<file path="config.mk">
export PLATFORM = sky130hd
export DESIGN_NAME = axi_llc_r_merge
export DESIGN_NICKNAME = d
export VERILOG_FILES = /design/src/rtl/axi_llc_pkg.sv /design/src/rtl/spill_register.sv /design/src/rtl/axi_llc_r_merge.sv
export SDC_FILE = /design/constraint.sdc
export NUM_CORES = 1
export LEC_CHECK = 0
export ABC_AREA = 1
export CAP_MARGIN = 20
export CORE_MARGIN = 10
export CORE_UTILIZATION = 34
export CTS_CLUSTER_SIZE = 20
export DETAILED_ROUTE_END_ITERATION = 7
export PLACE_DENSITY = 0.69
export SYNTH_ARGS = -nofsm -noshare
export SYNTH_HDL_FRONTEND = slang
export SYNTH_HIERARCHICAL = 1
export SYNTH_SLANG_ARGS = --single-unit
</file>
<file path="constraint.sdc">
create_clock -name clk_i -period 9.84 [get_ports clk_i]
set_input_delay 1.968 -clock clk_i [delete_from_list [all_inputs] [get_ports clk_i]]
set_output_delay 1.968 -clock clk_i [all_outputs]
set_load 0.05 [all_outputs]
</file>
<file path="src/rtl/axi_llc_pkg.sv">
// rtl/axi_llc_pkg.sv - shared LLC types for the R-channel merge stage
package axi_llc_pkg;

  typedef enum logic [1:0] {
    IDLE       = 2'd0,
    LOCK_CACHE = 2'd1,
    LOCK_BYP   = 2'd2
  } r_merge_state_e;

  // Default slave-port R beat layout; integrations override r_chan_t with their own struct
  typedef struct packed {
    logic [3:0]  id;
    logic [31:0] data;
    logic [1:0]  resp;
    logic        last;
    logic [0:0]  user;
  } llc_r_chan_t;

endpackage

</file>
<file path="src/rtl/spill_register.sv">
// rtl/spill_register.sv - two-entry spill register, full throughput, registered valid/data
module spill_register #(
  parameter type T      = logic,
  parameter bit  Bypass = 1'b0
) (
  input  logic clk_i,
  input  logic rst_ni,
  input  logic valid_i,
  output logic ready_o,
  input  T     data_i,
  output logic valid_o,
  input  logic ready_i,
  output T     data_o
);

  if (Bypass) begin : g_bypass
    assign valid_o = valid_i;
    assign ready_o = ready_i;
    assign data_o  = data_i;
  end else begin : g_spill
    T     a_data_q, b_data_q;
    logic a_full_q, b_full_q;
    logic a_fill, a_drain, b_fill, b_drain;

    // a is the primary slot; b only catches a's beat when the output stalls
    assign a_fill  = valid_i & ready_o;
    assign a_drain = a_full_q & ~b_full_q;
    assign b_fill  = a_drain & ~ready_i;
    assign b_drain = b_full_q & ready_i;

    always_ff @(posedge clk_i) begin
      if (!rst_ni) begin
        a_full_q <= 1'b0;
        b_full_q <= 1'b0;
      end else begin
        a_full_q <= a_fill | (a_full_q & ~a_drain);
        b_full_q <= b_fill | (b_full_q & ~b_drain);
      end
    end

    always_ff @(posedge clk_i) begin
      if (a_fill) a_data_q <= data_i;
      if (b_fill) b_data_q <= a_data_q;
    end

    assign ready_o = ~a_full_q | ~b_full_q;
    assign valid_o = a_full_q | b_full_q;
    assign data_o  = b_full_q ? b_data_q : a_data_q;
  end

endmodule

</file>
<file path="src/rtl/axi_llc_r_merge.sv">
// rtl/axi_llc_r_merge.sv - burst-atomic round-robin merge of cache and bypass R beats
module axi_llc_r_merge
  import axi_llc_pkg::*;
#(
  parameter type r_chan_t = llc_r_chan_t,
  parameter bit  SpillReg = 1'b1
) (
  input  logic       clk_i,
  input  logic       rst_ni,
  input  r_chan_t    cache_r_i,
  input  logic       cache_r_valid_i,
  output logic       cache_r_ready_o,
  input  r_chan_t    byp_r_i,
  input  logic       byp_r_valid_i,
  output logic       byp_r_ready_o,
  output r_chan_t    r_chan_slv_o,
  output logic       r_chan_valid_o,
  input  logic       r_chan_ready_i,
  output logic [1:0] lock_o
);

  r_merge_state_e state_q, state_d;
  logic           prio_q, prio_d;
  logic [1:0]     lock_q;
  logic           sel_cache, sel_byp;
  logic           out_valid, out_ready, acc;
  r_chan_t        out_data;

  // Grant: free choice only in IDLE; once locked the burst owner keeps the output
  always_comb begin
    sel_cache = 1'b0;
    sel_byp   = 1'b0;
    case (state_q)
      IDLE: begin
        sel_cache = cache_r_valid_i & (~byp_r_valid_i | ~prio_q);
        sel_byp   = byp_r_valid_i & (~cache_r_valid_i | prio_q);
      end
      LOCK_CACHE: sel_cache = 1'b1;
      LOCK_BYP:   sel_byp   = 1'b1;
      default: ;
    endcase
  end

  assign out_valid       = (sel_cache & cache_r_valid_i) | (sel_byp & byp_r_valid_i);
  assign out_data        = sel_byp ? byp_r_i : cache_r_i;
  assign cache_r_ready_o = sel_cache & out_ready;
  assign byp_r_ready_o   = sel_byp & out_ready;
  assign acc             = out_valid & out_ready;

  // Priority flips only at burst end so both sources alternate whole bursts
  always_comb begin
    state_d = state_q;
    prio_d  = prio_q;
    if (acc) begin
      if (out_data.last) begin
        state_d = IDLE;
        prio_d  = sel_cache;
      end else if (state_q == IDLE) begin
        state_d = sel_cache ? LOCK_CACHE : LOCK_BYP;
      end
    end
  end

  always_ff @(posedge clk_i) begin
    if (!rst_ni) begin
      state_q <= IDLE;
      prio_q  <= 1'b0;
      lock_q  <= 2'b00;
    end else begin
      state_q <= state_d;
      prio_q  <= prio_d;
      lock_q  <= {state_d == LOCK_BYP, state_d == LOCK_CACHE};
    end
  end

  assign lock_o = lock_q;

  spill_register #(
    .T      (r_chan_t),
    .Bypass (!SpillReg)
  ) i_spill (
    .clk_i   (clk_i),
    .rst_ni  (rst_ni),
    .valid_i (out_valid),
    .ready_o (out_ready),
    .data_i  (out_data),
    .valid_o (r_chan_valid_o),
    .ready_i (r_chan_ready_i),
    .data_o  (r_chan_slv_o)
  );

endmodule

</file>
* Word level (Yosys, flattened, before mapping)
Index checks and enable logic that the tools add are counted.
Storage, ports and cells: register bits 87
Operators by class: equality and inequality tests 4, multiplexer cells 8, bitwise logic cells 27, reductions and logical operators 2
Operator list (number):
- two-way mux 40 bit | 2
- AND 1 bit | 12
- two-way mux 2 bit | 4
- NOT 1 bit | 8
- bitwise OR 1 bit | 7
- equality test 2 x 1 -> 1 bit (second input constant) | 2
- equality test 2 bit (second input constant) | 2
- one-hot mux 1 bit (2 select lines) | 2
- zero test 2 bit | 1
- AND reduction 2 bit | 1

* Longest topological paths before layout
depth after elaboration 9, depth in mapped cells 10, gate-level depth less buffers 10

* Cells and area by module
Netlist, hierarchy kept.
By module, submodules not included:
- spill_register | times used 1, cells each 224, area an instance 3069.2 sq um, sequential area each 2442.3 sq um
- axi_llc_r_merge | times used 1, cells each 86, area an instance 763.2 sq um, sequential area each 100.1 sq um

* Least setup slack after synthesis
No wires, ideal clock.
path type input to register, start point input r_chan_ready_i, end point register i_spill/g_spill.b_data_q[0] (netlist name), enable pin, setup time 487 ps, arrival time 4748 ps, required time 9353 ps, path slack 4605 ps, stages 1, path buffers 0, cells stage by stage nor3_1
Between the ends: word-level cells in the longest chain between the ends 2
Ends and longest elaborated chain:
- from (decl) | RTL line axi_llc_r_merge.sv:18 | input logic r_chan_ready_i,
- NOT 1 bit | RTL line spill_register.sv:28 | assign b_fill = a_drain & ~ready_i;
- AND 1 bit | RTL line spill_register.sv:28
- to (signal assigned) | RTL line spill_register.sv:43 | if (b_fill) b_data_q <= a_data_q;
- to (decl) | RTL line spill_register.sv:21 | T a_data_q, b_data_q;
Every way passes these cells. A chain may end at the register's enable or synchronous reset.

* Worst setup path after layout
start point input byp_r_valid_i, end point output byp_r_ready_o
Between the ends: word-level cells in the longest chain between the ends 3
Ends and longest elaborated chain:
- from (decl) | RTL line axi_llc_r_merge.sv:14 | input logic byp_r_valid_i,
- AND 1 bit | RTL line axi_llc_r_merge.sv:36 | sel_byp = byp_r_valid_i & (~cache_r_valid_i | prio_q);
- one-hot mux 1 bit (2 select lines) | RTL line axi_llc_r_merge.sv:33 | case (state_q)
- AND 1 bit | RTL line axi_llc_r_merge.sv:47 | assign byp_r_ready_o = sel_byp & out_ready;
- to (decl) | RTL line axi_llc_r_merge.sv:15 | output logic byp_r_ready_o,
Every way passes these cells.

==> out/results.tsv <==
metric	value	unit
status	finished, final reports clean	
combPwrFrac	31.5	%
synth-adder-area-share	0	%
synth_top_area_cell	edfxtp_1	
period_needed	5.990	ns
cts_tree	done	
crit_path_end	byp_r_ready_o	
ys_ff_latch	87	
syn-num-nets	395	
cp_cell_sequence	clkdlybuf4s50_1 -> nand2_1 -> nand3_2 -> nand2_4 -> nor2_1 -> clkdlybuf4s50_1	
crit_arrival	4.02	ns
cts_hold_buf	0	
netlist_area	3832	µm²
nets	525	
synthFlopType	edfxtp_1	
via_per_inst	4.462	
num_io_pins	130	
ff2ff_setup_slack	7.66	ns
clk_latency	0.32	ns
synth_edf_count	80	
intPower	0.7982	mW
powerDensity	214.8	nW/µm²
fin_crit_sh	60.87	%
synth-compound-area-share	0.2612	%
cts_setup_buffers	0	
drive_gt1_share	16.63	%
route.vias.total	2610	
antenna_found_initial	0	
synth_cell_types	17	
cp-end-kind	primary output	
cts_resized	0	
ff2ff_path_depth	8	
die_h	126.2	µm
max_stage_delay	0.82	ns
async_flop_share	0	%
switching_share	32.19	%
hpwl	6.439	mm
place.gp.congestion	0.7909	
tns	0	ns
worstSetupPathType	in -> out	
h-tree-depth	3	
grt_pass1_vias	2871	
cts_root_buf	clkbuf_16	
initial_core_util	35.05	%
grt_pass1_wl	14.15	mm
hold_depth	0	
crit_cells	6	
max_slew.worst_pin.slew	0.9572	ns
syn-mean-instance-area	12.36	µm²
cp_slowest_cell	clkdlybuf4s50_1	
reg2reg_to	i_spill/g_spill.a_data_q[37]	
slew_viol_final	0	
numPortBuffers	129	
netlist_top_cells_count	nand2_1 (122), edfxtp_1 (80), mux2_2 (39)	
p_switching	0.3790	mW
path_delay_family	buffers and inverters	
first_pass_iters	5	
ys_seq_area_share	66.34	%
finalClockSkew	0.007203	ns
drt-total-wl	8.754	mm
worstPathRequired	7.87	ns
postSynthCellCount	310	
max_freq	166.9	MHz
die_x	126.2	µm
wire_per_inst	14.96	µm
cap_violations	0	
yosysMostFrequentCell	nand2_1	
rsz0062_at_grt	no	
drt-initial-drc-count	125	
die-area	15920	µm²
areaGrowthSynthToFinish	43.03	%
p_seq_share	41.8	%
core_area	10940	µm²
diodes	0	
drcViolationCount	0	
crit_path_start	byp_r_valid_i	
yosys_warnings	6	
ir_worst_vdd	0.00007839	V
whs	0.4441	ns
clock_power_share	26.7	%
gr-total-overflow	0	
synthSimpleGateAreaFrac	16.62	%
synthTopCellsByArea	edfxtp_1 (63%), nand2_1 (12%), mux2_2 (11%)	
rows	38	
setup_viol_count_final	0	
clock_tree.buffer_depth	2	
cts-buffers-inserted	9	
grt_usage	10.90	%
path_max_fanout	41	
ant_nets	0	
power.leakage	2.132	nW
crit_top_cell	clkdlybuf4s50_1	
r2r-start	prio_q	
synth.top_cell.area_share	62.68	%
synthXorXnorAreaFrac	0	%
relSlewSlack	36.18	%
synthMuxAreaShare	11.46	%
synth_top_family_by_area	simple AND/OR/NAND/NOR gates	
grt_max_degree	46	
holdCritPathClass	reg -> reg	
cts_sinks	87	
hold_viol	0	
start_kind	input pin	
path_clk_slew	0.06	ns
critPathBufInv	2	
## power by group through the flow
stage | Combinational (mW) | Clock (mW) | Sequential, mW
after global routing | 0.397 | 0.340 | 0.498
final | 0.371 | 0.314 | 0.492
after CTS | 0.378 | 0.325 | 0.493
after detailed placement | 0.376 | 0 | 0.501
after global placement | 0.373 | 0 | 0.498
after floorplan | 0.248 | 0 | 0.498
## metal layers
metal,vias up,global-route usage [%],share of wire (%)
met5,-,0,0
met4,0,3.751,1.2
met3,8,4.614,7.7
met2,86,19.27,50
met1,1212,11.37,41
li1,1304,-,-
## layout make-up
class | instances | area (µm²)
Clock inverter | 3 | 20.02
Inverter | 16 | 65.06
Timing Repair Buffer | 132 | 1314
Fill cell | 1024 | 5454
Sequential cell | 87 | 2544
Tap cell | 140 | 175.2
Clock buffer | 13 | 261.5
Multi-Input combinational cell | 194 | 1102
## worst min-delay path by stage
stage | end | start | slack, ns
floorplan | i_spill/g_spill.b_data_q[10] | i_spill/g_spill.a_data_q[10] | 0.43
finish | i_spill/g_spill.b_data_q[22] | i_spill/g_spill.a_data_q[22] | 0.44
global route | i_spill/g_spill.b_data_q[36] | i_spill/g_spill.a_data_q[36] | 0.45
global placement | i_spill/g_spill.b_data_q[23] | i_spill/g_spill.a_data_q[23] | 0.43
detailed placement | i_spill/g_spill.b_data_q[34] | i_spill/g_spill.a_data_q[34] | 0.43
CTS | i_spill/g_spill.b_data_q[22] | i_spill/g_spill.a_data_q[22] | 0.44
## worst reg2reg max path, cell delays in order (launching register included)
cell	delay, ns
dfxtp_1	0.31
nand2_1	0.09
nand2_1	0.06
nand2_1	0.10
nand3_1	0.09
nand2_2	0.13
inv_1	0.09
a21oi_4	0.57
buf_4	0.40
## cell usage in the layout, fill, tap and decap left out, drive strengths merged
master / synthesis / routed
nand2: 135 / 135
clkdlybuf4s50: 0 / 129
edfxtp: 80 / 80
mux2: 39 / 39
inv: 16 / 16
clkbuf: 0 / 13
nand3: 9 / 9
nor2: 7 / 7
dfxtp: 7 / 7
buf: 13 / 3
clkinvlp: 0 / 2
a21oi: 2 / 2
nand4: 1 / 1
clkinv: 0 / 1
nor3: 1 / 1
## cells by family (layout without fill, tap and decap cells)
logic type	Yosys count	in the layout
AO/OA/AOI/OAI	2	2
flip-flops	87	87
AND/OR/NAND/NOR	153	153
buffers and inverters	29	164
multiplexers	39	39
## sequential cells by signal (all words and copies together), names as in the netlist
register	count
state_q	2
i_spill/g_spill.b_full_q	1
i_spill/g_spill.b_data_q	40
prio_q	1
lock_o	2
i_spill/g_spill.a_full_q	1
i_spill/g_spill.a_data_q	40
## stage by stage
stage / instances / cell area (µm²) / worst slack (ns) / total power [mW] / utilization, %
after global placement: 569 / 5200 / 3.897 / 0.8707 / 47.55
after global routing: 585 / 5482 / 3.695 / 1.236 / 50.13
after detailed placement: 569 / 5200 / 3.820 / 0.8771 / 47.55
final: 585 / 5482 / 3.850 / 1.177 / 50.13
after CTS: 585 / 5482 / 3.807 / 1.196 / 50.13
after floorplan: 310 / 3832 / 4.605 / 0.7459 / -
No activity file was read; power rests on OpenSTA's default activity.
